## src/rtl/stress_pkg.sv

```systemverilog
// Shared encodings and widths for the stress-response monitor.
package stress_pkg;

    localparam int unsigned STRESS_CNT_W = 6;
    localparam int unsigned LEVEL_W      = 2;

    typedef enum logic [1:0] {
        ST_CALM      = 2'd0,
        ST_ALERT     = 2'd1,
        ST_STRESSED  = 2'd2,
        ST_EXHAUSTED = 2'd3
    } stress_state_t;

endpackage

```

## src/rtl/cortisol_monitor_if.sv

```systemverilog
// Sample input and status/event outputs of the cortisol monitor.
interface cortisol_monitor_if;

    logic       tick;
    logic [1:0] cortisol_level;
    logic [1:0] stress_state;
    logic       stress_onset;
    logic       recovered;
    logic       feedback_dec;

    modport master (
        output tick,
        output cortisol_level,
        input  stress_state,
        input  stress_onset,
        input  recovered,
        input  feedback_dec
    );

    modport slave (
        input  tick,
        input  cortisol_level,
        output stress_state,
        output stress_onset,
        output recovered,
        output feedback_dec
    );

endinterface

```

## src/rtl/cortisol_monitor_level_debouncer.sv

```systemverilog
// Level debouncer: output follows the input once it has been stable for DWELL ticks.
module level_debouncer #(
    parameter int unsigned N     = 2,
    parameter int unsigned DWELL = 4
) (
    input  logic         clk,
    input  logic         rst_n,
    input  logic         tick,
    input  logic [N-1:0] din,
    output logic [N-1:0] dout
);

    localparam int unsigned CNT_W = 3;

    if (DWELL == 0 || DWELL > 7) begin : g_bad_dwell
        $error("level_debouncer: DWELL must be in 1..7");
    end

    logic [N-1:0]     cand;
    logic [N-1:0]     filt_level;
    logic [CNT_W-1:0] stab_cnt;
    logic [CNT_W-1:0] stab_nxt;

    // A new candidate restarts the run at 1; an equal sample extends it up to DWELL.
    always_comb begin
        stab_nxt = stab_cnt;
        if (din != cand) begin
            stab_nxt = CNT_W'(1);
        end else if (stab_cnt != CNT_W'(DWELL)) begin
            stab_nxt = stab_cnt + CNT_W'(1);
        end
    end

    always_ff @(posedge clk) begin
        if (!rst_n) begin
            cand       <= '0;
            stab_cnt   <= '0;
            filt_level <= '0;
        end else if (tick) begin
            cand     <= din;
            stab_cnt <= stab_nxt;
            if (stab_nxt == CNT_W'(DWELL)) begin
                filt_level <= din;
            end
        end
    end

    assign dout = filt_level;

endmodule

```

## src/rtl/cortisol_monitor.sv

```systemverilog
// Stress-response tracker on the debounced cortisol level.
// Optional fatigue path (EXHAUSTED state, dwell counters, recovered pulse): CORTISOL_MONITOR_FATIGUE_EN.
module cortisol_monitor
    import stress_pkg::*;
#(
    parameter int unsigned DWELL         = 4,
    parameter int unsigned EXHAUST_TICKS = 32,
    parameter int unsigned RECOVER_TICKS = 16
) (
    input  logic               clk,
    input  logic               rst_n,
    cortisol_monitor_if.slave  bus
);

    if (EXHAUST_TICKS == 0 || EXHAUST_TICKS > 63) begin : g_bad_exhaust
        $error("cortisol_monitor: EXHAUST_TICKS must be in 1..63");
    end
    if (RECOVER_TICKS == 0 || RECOVER_TICKS > 63) begin : g_bad_recover
        $error("cortisol_monitor: RECOVER_TICKS must be in 1..63");
    end

    logic [LEVEL_W-1:0] filt;
    stress_state_t      state;
    logic               stress_onset_q;
    logic               feedback_dec_q;

    level_debouncer #(
        .N     (LEVEL_W),
        .DWELL (DWELL)
    ) u_debouncer (
        .clk   (clk),
        .rst_n (rst_n),
        .tick  (bus.tick),
        .din   (bus.cortisol_level),
        .dout  (filt)
    );

`ifdef CORTISOL_MONITOR_FATIGUE_EN
    logic [STRESS_CNT_W-1:0] exh_cnt;
    logic [STRESS_CNT_W-1:0] rec_cnt;
    logic                    recovered_q;
`endif

    // FSM steps on the pre-edge filtered level; feedback_dec tracks the next state.
    always_ff @(posedge clk) begin
        if (!rst_n) begin
            state          <= ST_CALM;
            stress_onset_q <= 1'b0;
            feedback_dec_q <= 1'b0;
`ifdef CORTISOL_MONITOR_FATIGUE_EN
            exh_cnt        <= '0;
            rec_cnt        <= '0;
            recovered_q    <= 1'b0;
`endif
        end else begin
            stress_onset_q <= 1'b0;
`ifdef CORTISOL_MONITOR_FATIGUE_EN
            recovered_q    <= 1'b0;
`endif
            if (bus.tick) begin
                case (state)
                    ST_CALM: begin
                        if (filt >= 2'd2) begin
                            state          <= ST_STRESSED;
                            stress_onset_q <= 1'b1;
                            feedback_dec_q <= 1'b1;
                        end else if (filt == 2'd1) begin
                            state <= ST_ALERT;
                        end
                    end
                    ST_ALERT: begin
                        if (filt >= 2'd2) begin
                            state          <= ST_STRESSED;
                            stress_onset_q <= 1'b1;
                            feedback_dec_q <= 1'b1;
                        end else if (filt == 2'd0) begin
                            state <= ST_CALM;
                        end
                    end
                    ST_STRESSED: begin
                        if (filt <= 2'd1) begin
                            state          <= ST_ALERT;
                            feedback_dec_q <= 1'b0;
`ifdef CORTISOL_MONITOR_FATIGUE_EN
                            exh_cnt        <= '0;
                        end else if (filt == 2'd3) begin
                            if (exh_cnt + STRESS_CNT_W'(1) == STRESS_CNT_W'(EXHAUST_TICKS)) begin
                                state   <= ST_EXHAUSTED;
                                exh_cnt <= '0;
                            end else begin
                                exh_cnt <= exh_cnt + STRESS_CNT_W'(1);
                            end
                        end else begin
                            exh_cnt <= '0;
`endif
                        end
                    end
`ifdef CORTISOL_MONITOR_FATIGUE_EN
                    ST_EXHAUSTED: begin
                        if (filt == 2'd0) begin
                            if (rec_cnt + STRESS_CNT_W'(1) == STRESS_CNT_W'(RECOVER_TICKS)) begin
                                state          <= ST_CALM;
                                rec_cnt        <= '0;
                                recovered_q    <= 1'b1;
                                feedback_dec_q <= 1'b0;
                            end else begin
                                rec_cnt <= rec_cnt + STRESS_CNT_W'(1);
                            end
                        end else begin
                            rec_cnt <= '0;
                        end
                    end
`endif
                    default: begin
                        state          <= ST_CALM;
                        feedback_dec_q <= 1'b0;
                    end
                endcase
            end
        end
    end

    assign bus.stress_state = state;
    assign bus.stress_onset = stress_onset_q;
    assign bus.feedback_dec = feedback_dec_q;
`ifdef CORTISOL_MONITOR_FATIGUE_EN
    assign bus.recovered    = recovered_q;
`else
    assign bus.recovered    = 1'b0;
`endif

endmodule
```

## src/flat_wrapper.sv

```systemverilog
// flat-port wrapper written by rule: the top's interface ports become plain ports
module cortisol_monitor_flat import stress_pkg::*;
#(
    parameter int unsigned DWELL         = 4,
    parameter int unsigned EXHAUST_TICKS = 32,
    parameter int unsigned RECOVER_TICKS = 16
)
  (clk, rst_n, bus_tick, bus_cortisol_level, bus_stress_state, bus_stress_onset, bus_recovered, bus_feedback_dec);
  cortisol_monitor_if bus_i ();
  input  logic clk;
  input  logic rst_n;
  input wire logic [$bits(bus_i.tick)-1:0] bus_tick;
  input wire logic [$bits(bus_i.cortisol_level)-1:0] bus_cortisol_level;
  output wire logic [$bits(bus_i.stress_state)-1:0] bus_stress_state;
  output wire logic [$bits(bus_i.stress_onset)-1:0] bus_stress_onset;
  output wire logic [$bits(bus_i.recovered)-1:0] bus_recovered;
  output wire logic [$bits(bus_i.feedback_dec)-1:0] bus_feedback_dec;
  assign bus_i.tick = bus_tick;
  assign bus_i.cortisol_level = bus_cortisol_level;
  assign bus_stress_state = bus_i.stress_state;
  assign bus_stress_onset = bus_i.stress_onset;
  assign bus_recovered = bus_i.recovered;
  assign bus_feedback_dec = bus_i.feedback_dec;
  cortisol_monitor #(.DWELL(DWELL), .EXHAUST_TICKS(EXHAUST_TICKS), .RECOVER_TICKS(RECOVER_TICKS)) u_core (.clk(clk), .rst_n(rst_n), .bus(bus_i));
endmodule
```

## config.mk

```make
export PLATFORM = sky130hd
export DESIGN_NAME = cortisol_monitor_flat
export DESIGN_NICKNAME = d
export VERILOG_FILES = /design/src/rtl/stress_pkg.sv /design/src/rtl/cortisol_monitor_if.sv /design/src/rtl/cortisol_monitor_level_debouncer.sv /design/src/rtl/cortisol_monitor.sv /design/src/flat_wrapper.sv
export SDC_FILE = /design/constraint.sdc
export NUM_CORES = 1
export LEC_CHECK = 0
export ABC_AREA = 1
export BUFFER_PORTS_ARGS = -buffer_cell sky130_fd_sc_hd__buf_2
export CORE_AREA = 2 2 39 41
export DETAILED_ROUTE_END_ITERATION = 16
export DIE_AREA = 0 0 41 43
export PLACE_DENSITY = 0.75
export SLEW_MARGIN = 10
export SYNTH_ARGS = -nofsm -noshare
export SYNTH_HDL_FRONTEND = slang
export SYNTH_SLANG_ARGS = --single-unit
```

## constraint.sdc

```tcl
create_clock -name clk -period 1.4 [get_ports clk]
set_input_delay 0.14 -clock clk [delete_from_list [all_inputs] [get_ports clk]]
set_output_delay 0.14 -clock clk [all_outputs]
set_load 0.005 [all_outputs]
```

==> tab_implementation.tex <==
\begin{tabular}{lr}
\hline
Metric & Value \\
\hline
\multicolumn{2}{l}{\textbf{Power}} \\
\quad Pwr dens & 924 nW/um\^{}2 \\
\quad Leak & 0.296 nW \\
\quad Total power after layout & 0.000599 W \\
\quad Highest ir drop seen on vdd & 0.695 mV \\
\multicolumn{2}{l}{\textbf{Clock tree}} \\
\quad Root buf cell & sky130\_fd\_sc\_hd\_\_clkbuf\_4 \\
\quad Clock sink count & 11 \\
\quad Hold-fix buffers, CTS & 0 \\
\quad Largest buffer count on any clock path & 2 \\
\quad CTS tree & done \\
\quad Post-CTS Repair Setup Buffers & 0 \\
\quad Number of clock buffers inserted by TritonCTS & 3 \\
\quad Clock-pin slew on the worst setup and hold paths & 0.07 ns \\
\quad \# H-tree levels & 1 \\
\quad Source-to-sink clock delay at the later pin of the worst-skew pair & 0.27 ns \\
\multicolumn{2}{l}{\textbf{Logic synthesis}} \\
\quad Post-synth top flop & sky130\_fd\_sc\_hd\_\_dfxtp\_1 \\
\quad Share of the yosys chip area belonging to registers & 38.4\% \\
\quad Synthesized area per cell & 6.74 um\^{}2 \\
\quad Count of state elements after synthesis & 11 \\
\quad Yosys warning total & 0 \\
\quad Net count of the mapped netlist & 92 \\
\quad EDFF count, synth & 0 \\
\quad Area of the mapped netlist & 573 um\^{}2 \\
\quad Biggest area consumer among synthesized cells & sky130\_fd\_sc\_hd\_\_dfxtp\_1 \\
\quad Synth async-reset ratio & 0\% \\
\quad Distinct cell type count after synthesis & 17 \\
\quad Synth top area cells & sky130\_fd\_sc\_hd\_\_dfxtp\_1, sky130\_fd\_sc\_hd\_\_nand2\_1, sky130\_fd\_sc\_hd\_\_a21oi\_1 \\
\quad Post-Syn Instances & 85 \\
\quad Cell with the most instances after synthesis & sky130\_fd\_sc\_hd\_\_nand2\_1 \\
\quad Area share of the largest cell type after synthesis & 38.4\% \\
\quad Most instantiated cells after synthesis & sky130\_fd\_sc\_hd\_\_nand2\_1, sky130\_fd\_sc\_hd\_\_dfxtp\_1, sky130\_fd\_sc\_hd\_\_inv\_1, sky130\_fd\_sc\_hd\_\_nor2\_1 \\
\multicolumn{2}{l}{\textbf{Global routing}} \\
\quad Overall fraction of global-route tracks in use & 15.1\% \\
\quad Initial antenna violation count & 0 \\
\quad Residual overflow from global routing & 0 \\
\quad Maximum number of pins on one net before global-route repair & 13 \\
\quad First-pass GRT wire length & 1.81 mm \\
\quad Number of global-route vias before repair & 434 \\
\multicolumn{2}{l}{\textbf{Timing}} \\
\quad Final hold vios & 0 \\
\quad Final setup viols & 0 \\
\quad Least setup slack across all paths after layout & 0.164 ns \\
\quad Final worst path period share & 88.3\% \\
\quad Clk\_skew & 0.00148 ns \\
\quad Tmin final & 1.24 ns \\
\quad Number of pins exceeding their max-slew limit in the final report & 0 \\
\quad Achievable Freq & 0.809 GHz \\
\quad Final setup TNS & 0 ns \\
\quad Unrepaired setup endpoints after global routing & no \\
\multicolumn{2}{l}{\textbf{Floorplanning}} \\
\quad Die extent in y & 43 um \\
\quad Die span in x & 41 um \\
\quad Overall die area & 1760 um\^{}2 \\
\quad Starting Density & 41.4\% \\
\quad Placeable core region & 1380 um\^{}2 \\
\quad Boundary Pins & 10 \\
\quad Rows & 14 \\
\multicolumn{2}{l}{\textbf{Final layout}} \\
\quad Diodes inserted & 0 \\
\quad Fraction of final layout cells sized beyond drive strength 1 & 20.0\% \\
\quad Number of fillers in the final layout & 150 \\
\quad Final nets & 103 \\
\quad Area overhead of the layout relative to synthesis & 13.1\% \\
\multicolumn{2}{l}{\textbf{Routing}} \\
\quad Drt pass-1 iters & 4 \\
\quad Detail Route Antenna Nets & 0 \\
\quad Detailed-route wire length & 1.02 mm \\
\quad Routed vias & 527 \\
\quad Average via count per standard cell & 4.75 \\
\quad DRC violations left & 0 \\
\quad Final routed wire length divided by cell count & 9.20 um \\
\quad Drt first-iter violations & 19 \\
\multicolumn{2}{l}{\textbf{Placed design}} \\
\quad Worst slack at placement & 0.138 ns \\
\quad Routability-driven placement congestion ratio & 0.766 \\
\quad Count of input and output buffers & 8 \\
\quad Post-detailed-placement half-perimeter wirelength & 776 um \\
\multicolumn{2}{l}{\textbf{Setup path}} \\
\quad Flop2flop setup slack & 0.16 ns \\
\quad Launching element type of the critical path & flip-flop \\
\quad Arrival time reported for the critical path endpoint & 1.40 ns \\
\quad Required time of the critical path & 1.57 ns \\
\quad CP max FO & 4 \\
\quad Crit path kind & flip-flop to flip-flop \\
\quad Capturing element type of the critical path & flip-flop \\
\multicolumn{2}{l}{\textbf{Run status}} \\
\quad Run status & complete, no violations \\
\multicolumn{2}{l}{\textbf{Run}} \\
\quad Max-cap violations & 0 \\
\multicolumn{2}{l}{\textbf{Hold path}} \\
\quad Hold Crit Class & input port to flip-flop \\
\hline
\end{tabular}
==> stage by stage <==
stage	instance area, um^2	util, %	hold slack [ns]	cells
after global placement	621	44.8	0.420	107
after CTS	647	46.7	0.137	111
final	648	46.8	0.143	111
after detailed placement	621	44.8	0.427	107
after floorplan	573	-	0.260	85
after global routing	648	46.8	0.148	111
==> layout make-up <==
cell class                 count  area (um^2)  share of cell area [%]
multi-input combinational     60          295                    45.6
sequential                    11          221                    34.2
timing repair buffer           8         40.0                    6.18
tap                           16         20.0                    3.09
clock buffer                   4         26.3                    4.05
inverter                      12         45.0                    6.95
==> final timing paths <==
path,end,start,depth (start not counted)
worst max-delay path,u_core.u_debouncer.dout[1],u_core.u_debouncer.stab_cnt[0],8
worst min-delay path,u_core.u_debouncer.cand[0],bus_cortisol_level[0],3
worst max register to register,u_core.u_debouncer.dout[1],u_core.u_debouncer.stab_cnt[0],8
worst min register to register,u_core.bus.feedback_dec,u_core.bus.feedback_dec,2
==> report_power, final <==
| part | switching, W | internal (W) |
|---|---|---|
| Sequential | 0.00000543 | 0.000320 |
| Clock | 0.000103 | 0.000110 |
| Combinational | 0.0000398 | 0.0000203 |
| Total | 0.000148 | 0.000451 |
==> cells by family (layout without fill, tap and decap cells) <==
logic type      after synthesis  count (layout)  share of synthesized area [%]
compound gates               15              15                           13.8
fa+ha+maj                     2               2                           4.37
buf+inv                      14              24                           10.0
flops                        11              11                           38.4
other cells                   1               1                          0.654
simple gates                 42              42                           32.8
==> cells in the final DEF, fill, tap and decap left out, drive strengths merged <==
cell type  count
buf            8
o21ai          6
o32ai          1
conb           1
ha             2
nand2         20
clkbuf         4
nand4          1
nor2          13
dfxtp         11
a21oi          8
nand3          8
inv           12
==> worst max-delay path: stages (launching register included) <==
cell                      delay, ns
sky130_fd_sc_hd__dfxtp_2       0.35
sky130_fd_sc_hd__inv_1         0.06
sky130_fd_sc_hd__ha_1          0.21
sky130_fd_sc_hd__nand3_1       0.09
sky130_fd_sc_hd__nand2_1       0.08
sky130_fd_sc_hd__nor2_2        0.15
sky130_fd_sc_hd__nand3_1       0.10
sky130_fd_sc_hd__nand2_1       0.06
sky130_fd_sc_hd__nor2_1        0.03
==> registers in the layout, indices dropped and copies added, names as in the netlist <==
register / count
u_core.u_debouncer.cand: 2
u_core.bus.stress_onset: 1
u_core.u_debouncer.stab_cnt: 3
u_core.bus.stress_state: 2
u_core.bus.feedback_dec: 1
u_core.u_debouncer.dout: 2
==> repair_timing <==
item | in CTS | in global routing
gates resized for setup | 0 | 1
hold endpoints to repair | 0 | 0
setup endpoints to repair | 0 | 2
==> per-layer routing <==
layer  part of all wire (%)  global-route usage [%]  up-vias
met4                   0.98                    6.00        0
li1                       -                       -      290
met3                    5.9                    7.85        2
met5                      0                       0        -
met1                     51                    22.7      224
met2                     42                    17.5       11
Power figures use the tool's default switching activity.
